**src/rtl/store_unit.sv**
```systemverilog
// Store path: sb/sh/sw into word-wide data BRAM (sub-word via read-modify-write) or the MMIO page.
// Optional STORE_WSTRB_EN: byte-lane strobes replace read-modify-write for sub-word stores.
module store_unit #(
  parameter int          ADDR_W  = 14,
  parameter logic [31:0] IO_BASE = 32'hFFFFFC00,
  parameter int          MEM_LAT = 1
) (
  input  logic              clk,
  input  logic              rst,
  input  logic              req_valid,
  output logic              req_ready,
  input  logic [31:0]       req_addr,
  input  logic [31:0]       req_data,
  input  logic [2:0]        req_funct3,
  output logic              mem_en,
  output logic              mem_we,
  output logic [ADDR_W-1:0] mem_addr,
  output logic [31:0]       mem_wdata,
`ifdef STORE_WSTRB_EN
  output logic [3:0]        mem_wstrb,
`endif
  input  logic [31:0]       mem_rdata,
  output logic              io_we,
  output logic [7:0]        io_addr,
  output logic [31:0]       io_wdata,
  output logic              done,
  output logic              err
);

  typedef enum logic [2:0] {S_IDLE, S_READ, S_WAIT, S_WRITE, S_IOWR, S_DONE} state_t;

  state_t      state, state_nxt;
  logic [1:0]  lane_q;
  logic [1:0]  cnt_q;
  logic        half_q;
  logic        err_q;
  logic [15:0] data_q;
  logic        accept, bad, io_hit, is_sw;
  logic [31:0] merged;

  assign req_ready = rst & (state == S_IDLE);
  assign accept    = req_valid & req_ready;
  assign is_sw     = (req_funct3 == 3'b010);
  assign bad       = (req_funct3 > 3'b010)
                   | ((req_funct3 == 3'b001) & req_addr[0])
                   | (is_sw & (req_addr[1:0] != 2'b00));
  assign io_hit    = (req_addr[31:10] == IO_BASE[31:10]);

  always_comb begin
    state_nxt = state;
    mem_en    = 1'b0;
    mem_we    = 1'b0;
    io_we     = 1'b0;
    done      = 1'b0;
    err       = 1'b0;
    case (state)
      S_IDLE: begin
        // Misalignment wins over the IO decode so a bad MMIO store never strobes.
        if (accept) begin
          if (bad)         state_nxt = S_DONE;
          else if (io_hit) state_nxt = S_IOWR;
`ifdef STORE_WSTRB_EN
          else             state_nxt = S_WRITE;
`else
          else if (is_sw)  state_nxt = S_WRITE;
          else             state_nxt = S_READ;
`endif
        end
      end
      S_READ: begin
        mem_en    = 1'b1;
        state_nxt = S_WAIT;
      end
      S_WAIT: begin
        if (cnt_q == 2'd0) state_nxt = S_WRITE;
      end
      S_WRITE: begin
        mem_en    = 1'b1;
        mem_we    = 1'b1;
        state_nxt = S_DONE;
      end
      S_IOWR: begin
        io_we     = 1'b1;
        state_nxt = S_DONE;
      end
      S_DONE: begin
        done      = 1'b1;
        err       = err_q;
        state_nxt = S_IDLE;
      end
      default: state_nxt = S_IDLE;
    endcase
  end

  always_comb begin
    merged = mem_rdata;
    if (half_q) merged[{lane_q[1], 4'b0000} +: 16] = data_q;
    else        merged[{lane_q, 3'b000} +: 8]      = data_q[7:0];
  end

  always_ff @(posedge clk or negedge rst) begin
    if (!rst) begin
      state     <= S_IDLE;
      lane_q    <= 2'd0;
      cnt_q     <= 2'd0;
      half_q    <= 1'b0;
      err_q     <= 1'b0;
      data_q    <= 16'd0;
      mem_addr  <= '0;
      mem_wdata <= 32'd0;
      io_addr   <= 8'd0;
      io_wdata  <= 32'd0;
`ifdef STORE_WSTRB_EN
      mem_wstrb <= 4'd0;
`endif
    end else begin
      state <= state_nxt;
      if (accept) begin
        lane_q <= req_addr[1:0];
        half_q <= (req_funct3 == 3'b001);
        err_q  <= bad;
        data_q <= req_data[15:0];
        if (!bad && io_hit) begin
          io_addr <= req_addr[9:2];
          case (req_funct3)
            3'b000:  io_wdata <= {24'd0, req_data[7:0]};
            3'b001:  io_wdata <= {16'd0, req_data[15:0]};
            default: io_wdata <= req_data;
          endcase
        end else if (!bad) begin
          mem_addr <= req_addr[ADDR_W+1:2];
`ifdef STORE_WSTRB_EN
          case (req_funct3)
            3'b000: begin
              mem_wdata <= {4{req_data[7:0]}};
              mem_wstrb <= 4'b0001 << req_addr[1:0];
            end
            3'b001: begin
              mem_wdata <= {2{req_data[15:0]}};
              mem_wstrb <= 4'b0011 << {req_addr[1], 1'b0};
            end
            default: begin
              mem_wdata <= req_data;
              mem_wstrb <= 4'b1111;
            end
          endcase
`else
          mem_wdata <= req_data;
`endif
        end
      end
      // Read data is valid on the last WAIT cycle; merge it into the write word there.
      if (state == S_READ) begin
        cnt_q <= 2'(MEM_LAT - 1);
      end else if (state == S_WAIT) begin
        if (cnt_q != 2'd0) cnt_q <= cnt_q - 2'd1;
        else               mem_wdata <= merged;
      end
    end
  end

endmodule

```
**config.mk**
```make
export PLATFORM = sky130hd
export DESIGN_NAME = store_unit
export DESIGN_NICKNAME = d
export VERILOG_FILES = /design/src/rtl/store_unit.sv
export SDC_FILE = /design/constraint.sdc
export NUM_CORES = 1
export LEC_CHECK = 0
export BUFFER_PORTS_ARGS = -buffer_cell sky130_fd_sc_hd__buf_2
export CAP_MARGIN = 20
export CORE_AREA = 5 5 101 126
export DETAILED_ROUTE_END_ITERATION = 16
export DIE_AREA = 0 0 106 131
export GPL_TIMING_DRIVEN = 0
export HOLD_SLACK_MARGIN = 0.02
export PLACE_DENSITY = 0.88
export REMOVE_ABC_BUFFERS = 1
export SLEW_MARGIN = 15
export SYNTH_ARGS = -nofsm -noshare
export SYNTH_HDL_FRONTEND = slang
export SYNTH_SLANG_ARGS = --single-unit
export TNS_END_PERCENT = 1
```
**constraint.sdc**
```tcl
create_clock -name clk -period 2.9 [get_ports clk]
set_clock_uncertainty 0.1 [all_clocks]
set_input_delay 0.87 -clock clk [delete_from_list [all_inputs] [get_ports clk]]
set_output_delay 0.87 -clock clk [all_outputs]
set_load 0.01 [all_outputs]
```
==> reports/qor.txt, run 1 <==
Final std cells w/o fill = 901
Via count = 5128
First-pass GRT wire length = 26600 µm
Total global-route track usage = 24.2%
Crit path capture type = register
I/O pins = 194
Avg Cell Area, Syn = 9.63 µm²
FF-to-FF End = io_addr[6]$_DFFE_PN0P_
Final wirelength = 17300 µm
Setup slack after layout = -0.192 ns
Worst path arrival time = 3.22 ns
Setup TNS Final = -2.80 ns
Sequential area share after synthesis = 49.2%
Clk buf depth = 2
Final setup vio count = 27
Die width = 106 µm
Commonest non-fill, non-tap cell in the layout = buf_2
Mapped cell area = 0.00564 mm²
Die area = 0.0139 mm²
Vias in the first global route = 5231
Sink Count = 111
Worst slew pin tran = 0.971 ns
Crit path time final = 3.09 ns
Tcrit/Tclk final = 107%
R2R Setup Slk = 0.11 ns
NumNets Final = 865
# fillers = 964
Total chip power = 6560 µW
Hold-fix buffers at CTS = 0
Vias per std cell = 5.69
Core area = 0.0115 mm²
GPL Wtd Cong = 0.812
Routed Antenna Nets = 0
Area grow syn2layout = 26.8%
Commonest non-fill, non-tap cells in the layout = buf_2 (193), nand2_1 (167), dfrtp_1 (109)
DRC = 0
CTS H-tree lvls = 3
DP HPWL = 12200 µm
Worst hold path type = input pin to async pin
Antenna violations before repair = 1
Main synth FF type = dfrtp_1
CTS Buf Count = 9
RSZ-0062 raised after global routing = true
Static Leakage = 0.00364 µW
Peak VDD IR = 0.457 mV
FFs w/ async S/R, synth = 100%
Post-Place Cells = 882
Remaining global-route overflow = 0
Layout cells sized above 1 = 37.3%
CTS tree = yes
Status = complete, but fails checks
Largest net degree at the start of global routing = 65
Peak Freq = 323 MHz
Final core utilization = 62.5%
Worst reg-to-reg path cell count = 4
Drt wl/cell = 19.1 µm
Hold Vio Cnt, Final = 0
Starting DRT DRC Count = 290
Row Count = 44
Worst-skew pair later-pin latency = 0.35 ns
Die H = 131 µm
Drt pass-1 iters = 5
YS warnings = 0
WP data required = 3.03 ns
PwrDens = 916 mW/mm²
Root Buffer = clkbuf_16
Final Max Slew Viols = 0
Post-synth EDFFs = 0
Max-Cap Viols = 0
Worst r2r src = state[0]$_DFFE_PN0P_
Crit Path Category = input pin to register
Post-synthesis cell type count = 44
Clk pin slew, worst setup/hold paths = 0.08 ns
PortBufs = 193
Slew headroom = 35.1%
Mapped Cells = 586
Startpoint types = input pin
Yosys reg bits = 111
Violated checks = negative setup slack
Starting density of the core = 49.3%
Worst-path fanout max = 32
[area by class of cell]
| type | instances | area (µm²) | share of cell area [%] |
|---|---|---|---|
| flip-flops and latches | 111 | 2780 | 38.9 |
| multi-input cells | 423 | 2700 | 37.8 |
| repair buffers | 202 | 1160 | 16.2 |
| clock buffers | 9 | 225 | 3.15 |
| well taps | 138 | 173 | 2.41 |
| clock inverters | 7 | 77.6 | 1.08 |
| inverters | 10 | 37.5 | 0.525 |
| diodes | 1 | 2.50 | 0.0350 |
[timing repair]
item,4_1_cts,5_1_grt
gates resized for setup,2,7
buffers inserted,0,1
endpoints found under the setup margin,77,88
cloned,0,1
pin swaps,14,2
[cell usage after synthesis, types with 2 or more instances]
master / count / share of area, %
nand2_1: 167 / 11
nand2b_1: 2 / 0.22
o21ai_0: 27 / 2.4
nor2_1: 16 / 1.1
inv_1: 10 / 0.67
dfrtp_1: 111 / 49
or2_2: 2 / 0.22
mux2_2: 50 / 10
a221oi_1: 8 / 1.2
buf_4: 2 / 0.27
clkbuf_1: 26 / 1.7
nand4_1: 5 / 0.55
a221o_1: 22 / 3.9
mux2i_1: 14 / 2.5
o21ba_2: 2 / 0.35
a31oi_1: 34 / 3.8
buf_1: 5 / 0.33
nor2b_1: 3 / 0.33
buf_6: 2 / 0.40
a22o_1: 2 / 0.31
buf_2: 8 / 0.71
nor3b_1: 2 / 0.27
ha_1: 6 / 1.3
a211oi_1: 2 / 0.27
and2_1: 2 / 0.22
nor4_1: 3 / 0.33
a21oi_1: 36 / 3.2
[worst max path at each step]
stage / from / to / slack [ns]
6_report: req_addr[1] / io_addr[6]$_DFFE_PN0P_ / -0.19
5_1_grt: req_addr[1] / io_addr[6]$_DFFE_PN0P_ / -0.26
4_1_cts: req_addr[1] / io_addr[6]$_DFFE_PN0P_ / -0.15
3_5_place_dp: req_funct3[0] / io_addr[6]$_DFFE_PN0P_ / -0.55
3_3_place_gp: rst / state[1]$_DFFE_PN0P_ / -3.13
2_1_floorplan: req_funct3[0] / state[1]$_DFFE_PN0P_ / -0.52
[where the power goes]
part	internal (µW)	switching, µW	leakage, µW
logic	1300	1450	0.00209
registers	2030	509	0.00140
clock network	681	593	0.000147
[logic make-up after synthesis]
group / after synthesis / synth area share [%]
simple gates: 209 / 15.5
compound gates: 142 / 17.2
buf+inv: 53 / 4.10
flops: 111 / 49.2
fa+ha+maj: 6 / 1.33
mux: 65 / 12.7
[worst max-delay path: stages]
cell and delay, ns:
buf_2 0.11, or4_4 0.55, a2111oi_4 0.66, nand3_4 0.48
mux2_1 0.50
[state kept, by name, indices dropped and copies added (netlist names)]
register,flops
cnt_q,2
data_q,16
lane_q,2
mem_wdata,32
mem_addr,14
io_wdata,32
err_q,1
state,3
half_q,1
io_addr,8
[routing by layer]
layer	up-vias	part of all wire, %	GRT usage, %
li1	2421	-	-
met1	2475	40	30.1
met2	206	50	41.8
met3	24	8.1	5.85
met4	2	1.4	8.00
met5	-	0.075	0
[stage by stage]
step	hold WS, ns	cell area, µm²	setup slack [ns]
after floorplan	0.354	5450	-0.520
after global placement	0.345	6590	-3.13
after detailed placement	0.351	6760	-0.554
after CTS	0.335	7080	-0.151
after global routing	0.304	7150	-0.256
final	0.288	7160	-0.192
No activity file was read; power rests on OpenSTA's default activity.
==> inputs of run 2 (changes only) <==
--- a/config.mk
+++ b/config.mk
@@ -12,7 +12,7 @@
 export DIE_AREA = 0 0 106 131
 export GPL_TIMING_DRIVEN = 0
 export HOLD_SLACK_MARGIN = 0.02
-export PLACE_DENSITY = 0.88
+export PLACE_DENSITY = 0.83
 export REMOVE_ABC_BUFFERS = 1
 export SLEW_MARGIN = 15
 export SYNTH_ARGS = -nofsm -noshare
==> run 2 against run 1 <==
The run still ends with negative setup slack left. Clock-buffer cell count up 2. Critical path depth up 4. Final area up 0.84%. Die area unchanged. Register-to-register slack better by 0.19 ns. Highest routed layer unchanged. Worst setup slack better by 0.16 ns. Fmax up 5.6%.
==> reports/qor.txt, run 2 (synthesis results as in run 1) <==
Routed Antenna Nets = 0
Total chip power = 6600 µW
Largest net degree at the start of global routing = 65
Final wirelength = 17400 µm
CTS Buf Count = 9
Biggest registers after layout = io_wdata (32), mem_wdata (32), data_q (16)
Worst r2r src = lane_q[1]$_DFFE_PN0N_
Starting density of the core = 49.3%
Antenna violations before repair = 1
PwrDens = 914 mW/mm²
Setup slack after layout = -0.0288 ns
Clk buf depth = 2
Total global-route track usage = 23.8%
Placed Area = 0.00677 mm²
Hold-fix buffers at CTS = 0
Die area = 0.0139 mm²
CTS tree = yes
Vias in the first global route = 5258
Sink Count = 111
Max-Cap Viols = 0
GPL Wtd Cong = 0.852
R2R Setup Slk = 0.30 ns
I/O pins = 194
Slew headroom = 36.3%
Startpoint types = input pin
Drt pass-1 iters = 5
Crit path capture type = register
Worst-skew pair later-pin latency = 0.34 ns
Layout cells sized above 1 = 37.6%
Static Leakage = 0.00366 µW
PortBufs = 193
Row Count = 44
Hold Vio Cnt, Final = 0
Starting DRT DRC Count = 281
Vias per std cell = 5.68
Final core utilization = 63.0%
Root Buffer = clkbuf_16
Final setup vio count = 7
CP Cell Sequence = buf_2 > or4_4 > a2111oi_4 > buf_4 > buf_4 > a21boi_4 > buf_4 > a31oi_1 > a211oi_1
First-pass GRT wire length = 26000 µm
Worst path arrival time = 3.08 ns
Final Max Slew Viols = 0
Crit path time final = 2.93 ns
NumNets Final = 871
Post-route cell area = 0.00722 mm²
CTS H-tree lvls = 3
Drt wl/cell = 19.2 µm
DP HPWL = 12100 µm
Remaining global-route overflow = 0
Area grow syn2layout = 27.8%
WP data required = 3.05 ns
Commonest non-fill, non-tap cells in the layout = buf_2 (193), nand2_1 (167), dfrtp_1 (109)
Worst-path fanout max = 4
Core area = 0.0115 mm²
Status = complete, but fails checks
DRC = 0
ANT cells = 0
Peak Freq = 341 MHz
Clk pin slew, worst setup/hold paths = 0.08 ns
Worst hold path type = input pin to async pin
Worst slew pin tran = 0.953 ns
Tcrit/Tclk final = 101%
Die H = 131 µm
Critical Path Max Stage Delay = 0.56 ns
Worst reg-to-reg path cell count = 8
FF-to-FF End = mem_wdata[7]$_DFF_PN0_
Peak VDD IR = 0.508 mV
Die width = 106 µm
Critical Path Most Common Cell = buf_4
Via count = 5149
Commonest non-fill, non-tap cell in the layout = buf_2
Violated checks = negative setup slack
Slowest cell on crit path = or4_4
RSZ-0062 raised after global routing = true
WHS = 0.296 ns
Crit Path Category = input pin to register
==> run 2: power breakdown <==
part	internal, µW	leakage [µW]	switching, µW
registers	2030	0.00140	521
clock network	759	0.000142	564
logic	1290	0.00211	1440
==> run 2: how the worst max path moves through the flow <==
stage / start / end / slack, ns / cells past startpoint
after CTS: req_addr[1] / mem_wdata[31]$_DFF_PN0_ / -0.17 / 7
final: req_addr[1] / state[1]$_DFFE_PN0P_ / -0.03 / 9
after detailed placement: req_funct3[0] / io_addr[6]$_DFFE_PN0P_ / -0.54 / 5
after global placement: rst / state[1]$_DFFE_PN0P_ / -2.94 / 6
after global routing: req_addr[1] / mem_wdata[28]$_DFF_PN0_ / -0.08 / 9
after floorplan: req_funct3[0] / state[1]$_DFFE_PN0P_ / -0.52 / 5
==> run 2: per-stage QoR <==
stage	setup TNS, ns	instances	setup WS [ns]
4_1_cts	-3.91	899	-0.167
5_1_grt	-0.945	906	-0.0790
2_1_floorplan	-20.75	543	-0.520
3_5_place_dp	-40.41	883	-0.538
3_3_place_gp	-285.63	874	-2.94
6_report	-0.107	906	-0.0288
==> run 2: timing repair <==
action	CTS	global route
setup endpoints to repair	65	89
buffers inserted	0	5
gates cloned	0	2
pin swaps	11	3
gates resized for setup	2	11
==> run 2: routing by layer <==
layer / wire [µm] / GRT usage, % / vias to the layer above
li1: - / - / 2426
met5: 11 / 0 / -
met2: 8880 / 42.5 / 211
met3: 1220 / 5.11 / 32
met4: 369 / 8.38 / 2
met1: 6940 / 28.5 / 2478
==> run 2: final cells by class <==
| class | count | area, µm² |
|---|---|---|
| clock buffer | 11 | 233 |
| inverter | 10 | 37.5 |
| clock inverter | 5 | 82.6 |
| sequential | 111 | 2780 |
| fill | 934 | 4240 |
| multi-input combinational | 424 | 2710 |
| tap | 138 | 173 |
| timing repair buffer | 207 | 1200 |
==> run 2: worst max-delay path, delay by kind of cell <==
kind            cells  cell delay, ns
simple gates        1            0.56
compound gates      4            1.00
buf+inv             4            0.65
==> inputs of run 3 (changes only) <==
==> constraint.sdc (replaced) <==
create_clock -name clk -period 2.9 [get_ports clk]
set_clock_uncertainty 0.1 [all_clocks]
set_input_delay 0.29 -clock clk [delete_from_list [all_inputs] [get_ports clk]]
set_output_delay 0.29 -clock clk [all_outputs]
set_load 0.01 [all_outputs]
==> run 3 against run 2 <==
The flow now finishes without violations. Via count decreased by 0.66%. Fmax increased by 5.7%. Combinational power barely moved. Sequential share of layout area grew 0.43 points. Clock-buffer cell count did not move. Global-route usage increased by 0.11 points. Power shrank 0.40%. Sequential power about the same. Critical path depth fell by 3. Wire length is 4.1% lower. Critical path type is now register to register. Largest cell class unchanged. Highest routed layer unchanged.
==> reports/qor.txt, run 3 (synthesis results as in run 1) <==
Status = completed
Met1 Wirelength = 6660 µm
Slew headroom = 29.0%
CP Capture Point = mem_wdata[31]$_DFF_PN0_
Largest net degree at the start of global routing = 65
Sink Count = 111
Setup TNS Final = 0 ns
NumNets Final = 866
CTS tree = yes
Worst-path fanout max = 28
I/O pins = 194
Commonest non-fill, non-tap cells in the layout = buf_2 (194), nand2_1 (167), dfrtp_1 (109)
DP HPWL = 12100 µm
Commonest non-fill, non-tap cell in the layout = buf_2
Crit path time final = 2.77 ns
Final Max Slew Viols = 0
Metal2 WL = 8550 µm
Die width = 106 µm
Peak VDD IR = 0.482 mV
Worst reg-to-reg path cell count = 6
DRC = 0
Die area = 0.0139 mm²
ANT cells = 0
Root Buffer = clkbuf_16
Clk buf depth = 2
Vias in the first global route = 5267
Routed Antenna Nets = 0
CTS Buf Count = 9
Drt pass-1 iters = 5
WHS = 0.0620 ns
Clk pin slew, worst setup/hold paths = 0.07 ns
Crit Path Category = register to register
Crit path capture type = register
Startpoint types = register
Worst Setup SP = state[0]$_DFFE_PN0P_
Area grow syn2layout = 26.4%
FF-to-FF End = mem_wdata[31]$_DFF_PN0_
Peak Freq = 361 MHz
Starting DRT DRC Count = 223
RSZ-0062 raised after global routing = false
CTS H-tree lvls = 3
Worst path arrival time = 2.92 ns
PortBufs = 193
Worst r2r src = state[0]$_DFFE_PN0P_
Worst-skew pair later-pin latency = 0.34 ns
Tcrit/Tclk final = 95.5%
PwrDens = 921 mW/mm²
Total global-route track usage = 23.9%
Worst slew pin tran = 1.06 ns
Core area = 0.0115 mm²
Worst hold path type = input pin to register
Starting density of the core = 49.3%
Top Layer Used = met5
Biggest registers after layout = io_wdata (32), mem_wdata (32), data_q (16)
Final wirelength = 16700 µm
Drt wl/cell = 18.5 µm
Layout cells sized above 1 = 37.0%
Via count = 5115
Remaining global-route overflow = 0
First-pass GRT wire length = 26100 µm
Static Leakage = 0.00363 µW
WP data required = 3.05 ns
Row Count = 44
Final setup vio count = 0
Vias per std cell = 5.68
Max-Cap Viols = 0
Antenna violations before repair = 1
R2R Setup Slk = 0.13 ns
Met3 routed WL = 1170 µm
Hold Vio Cnt, Final = 0
Die H = 131 µm
GPL Wtd Cong = 0.852
## run 3: cell count changes in the layout (fill, tap and decap cells not counted), sizes merged
cell         previous run  this run
nand3                   2         1
buf                   207       203
dlygate4sd3             0         1
a21boi                  2         1
## run 3: what timing repair did
item                       4_1_cts  5_1_grt
buffers inserted                 0        0
hold buffers                     2        0
resized for setup                0        3
setup endpoints to repair        0       10
hold endpoints to repair        54        0
## run 3: area by class of cell
class / instances / area [µm²]
clock buffers: 11 / 233
clock inverters: 5 / 82.6
fillers: 949 / 4320
inverters: 10 / 37.5
multi-input cells: 422 / 2660
flip-flops and latches: 111 / 2780
well taps: 138 / 173
repair buffers: 204 / 1170
## run 3: power breakdown
group	total (µW)	leakage (µW)	switching, µW	internal (µW)
clock	1310	0.000142	555	759
sequential	2550	0.00140	519	2030
combinational	2710	0.00208	1430	1280
total	6570	0.00363	2500	4070
## run 3: how the worst min path moves through the flow
| stage | start | to | slack [ns] | cells past startpoint |
|---|---|---|---|---|
| after global placement | mem_addr[7]$_DFFE_PN0P_ | mem_addr[7]$_DFFE_PN0P_ | 0.35 | 2 |
| after CTS | req_addr[8] | mem_addr[6]$_DFFE_PN0P_ | 0.05 | 3 |
| after detailed placement | rst | io_wdata[2]$_DFFE_PN0P_ | 0.19 | 1 |
| final | req_addr[8] | mem_addr[6]$_DFFE_PN0P_ | 0.06 | 3 |
| after global routing | req_addr[5] | mem_addr[3]$_DFFE_PN0P_ | 0.06 | 3 |
| after floorplan | rst | cnt_q[0]$_DFFE_PN0P_ | -0.11 | 0 |
## run 3: through the flow
stage	area [µm²]	setup slack (ns)	total power, µW	util (%)	cells
floorplan	5450	-0.231	4110	-	543
global placement	6590	-2.36	5020	57.5	874
detailed placement	6770	0.0300	5260	59.1	883
CTS	7120	0.0370	6590	62.2	901
global route	7140	0.00211	7000	62.3	901
finish	7140	0.130	6570	62.3	901
## run 3: per-layer routing
layer | track usage (%) | vias to the layer above
met5 | 0 | -
met4 | 8.38 | 2
met3 | 5.16 | 23
met2 | 42.4 | 212
met1 | 28.8 | 2463
li1 | - | 2415
## run 3: worst max-delay path: stages (launching register included)
cell	delay, ns
dfrtp_1	0.49
or2_2	0.42
a2111oi_4	0.44
a21boi_4	0.70
buf_16	0.25
nand2_1	0.07
a31oi_1	0.19
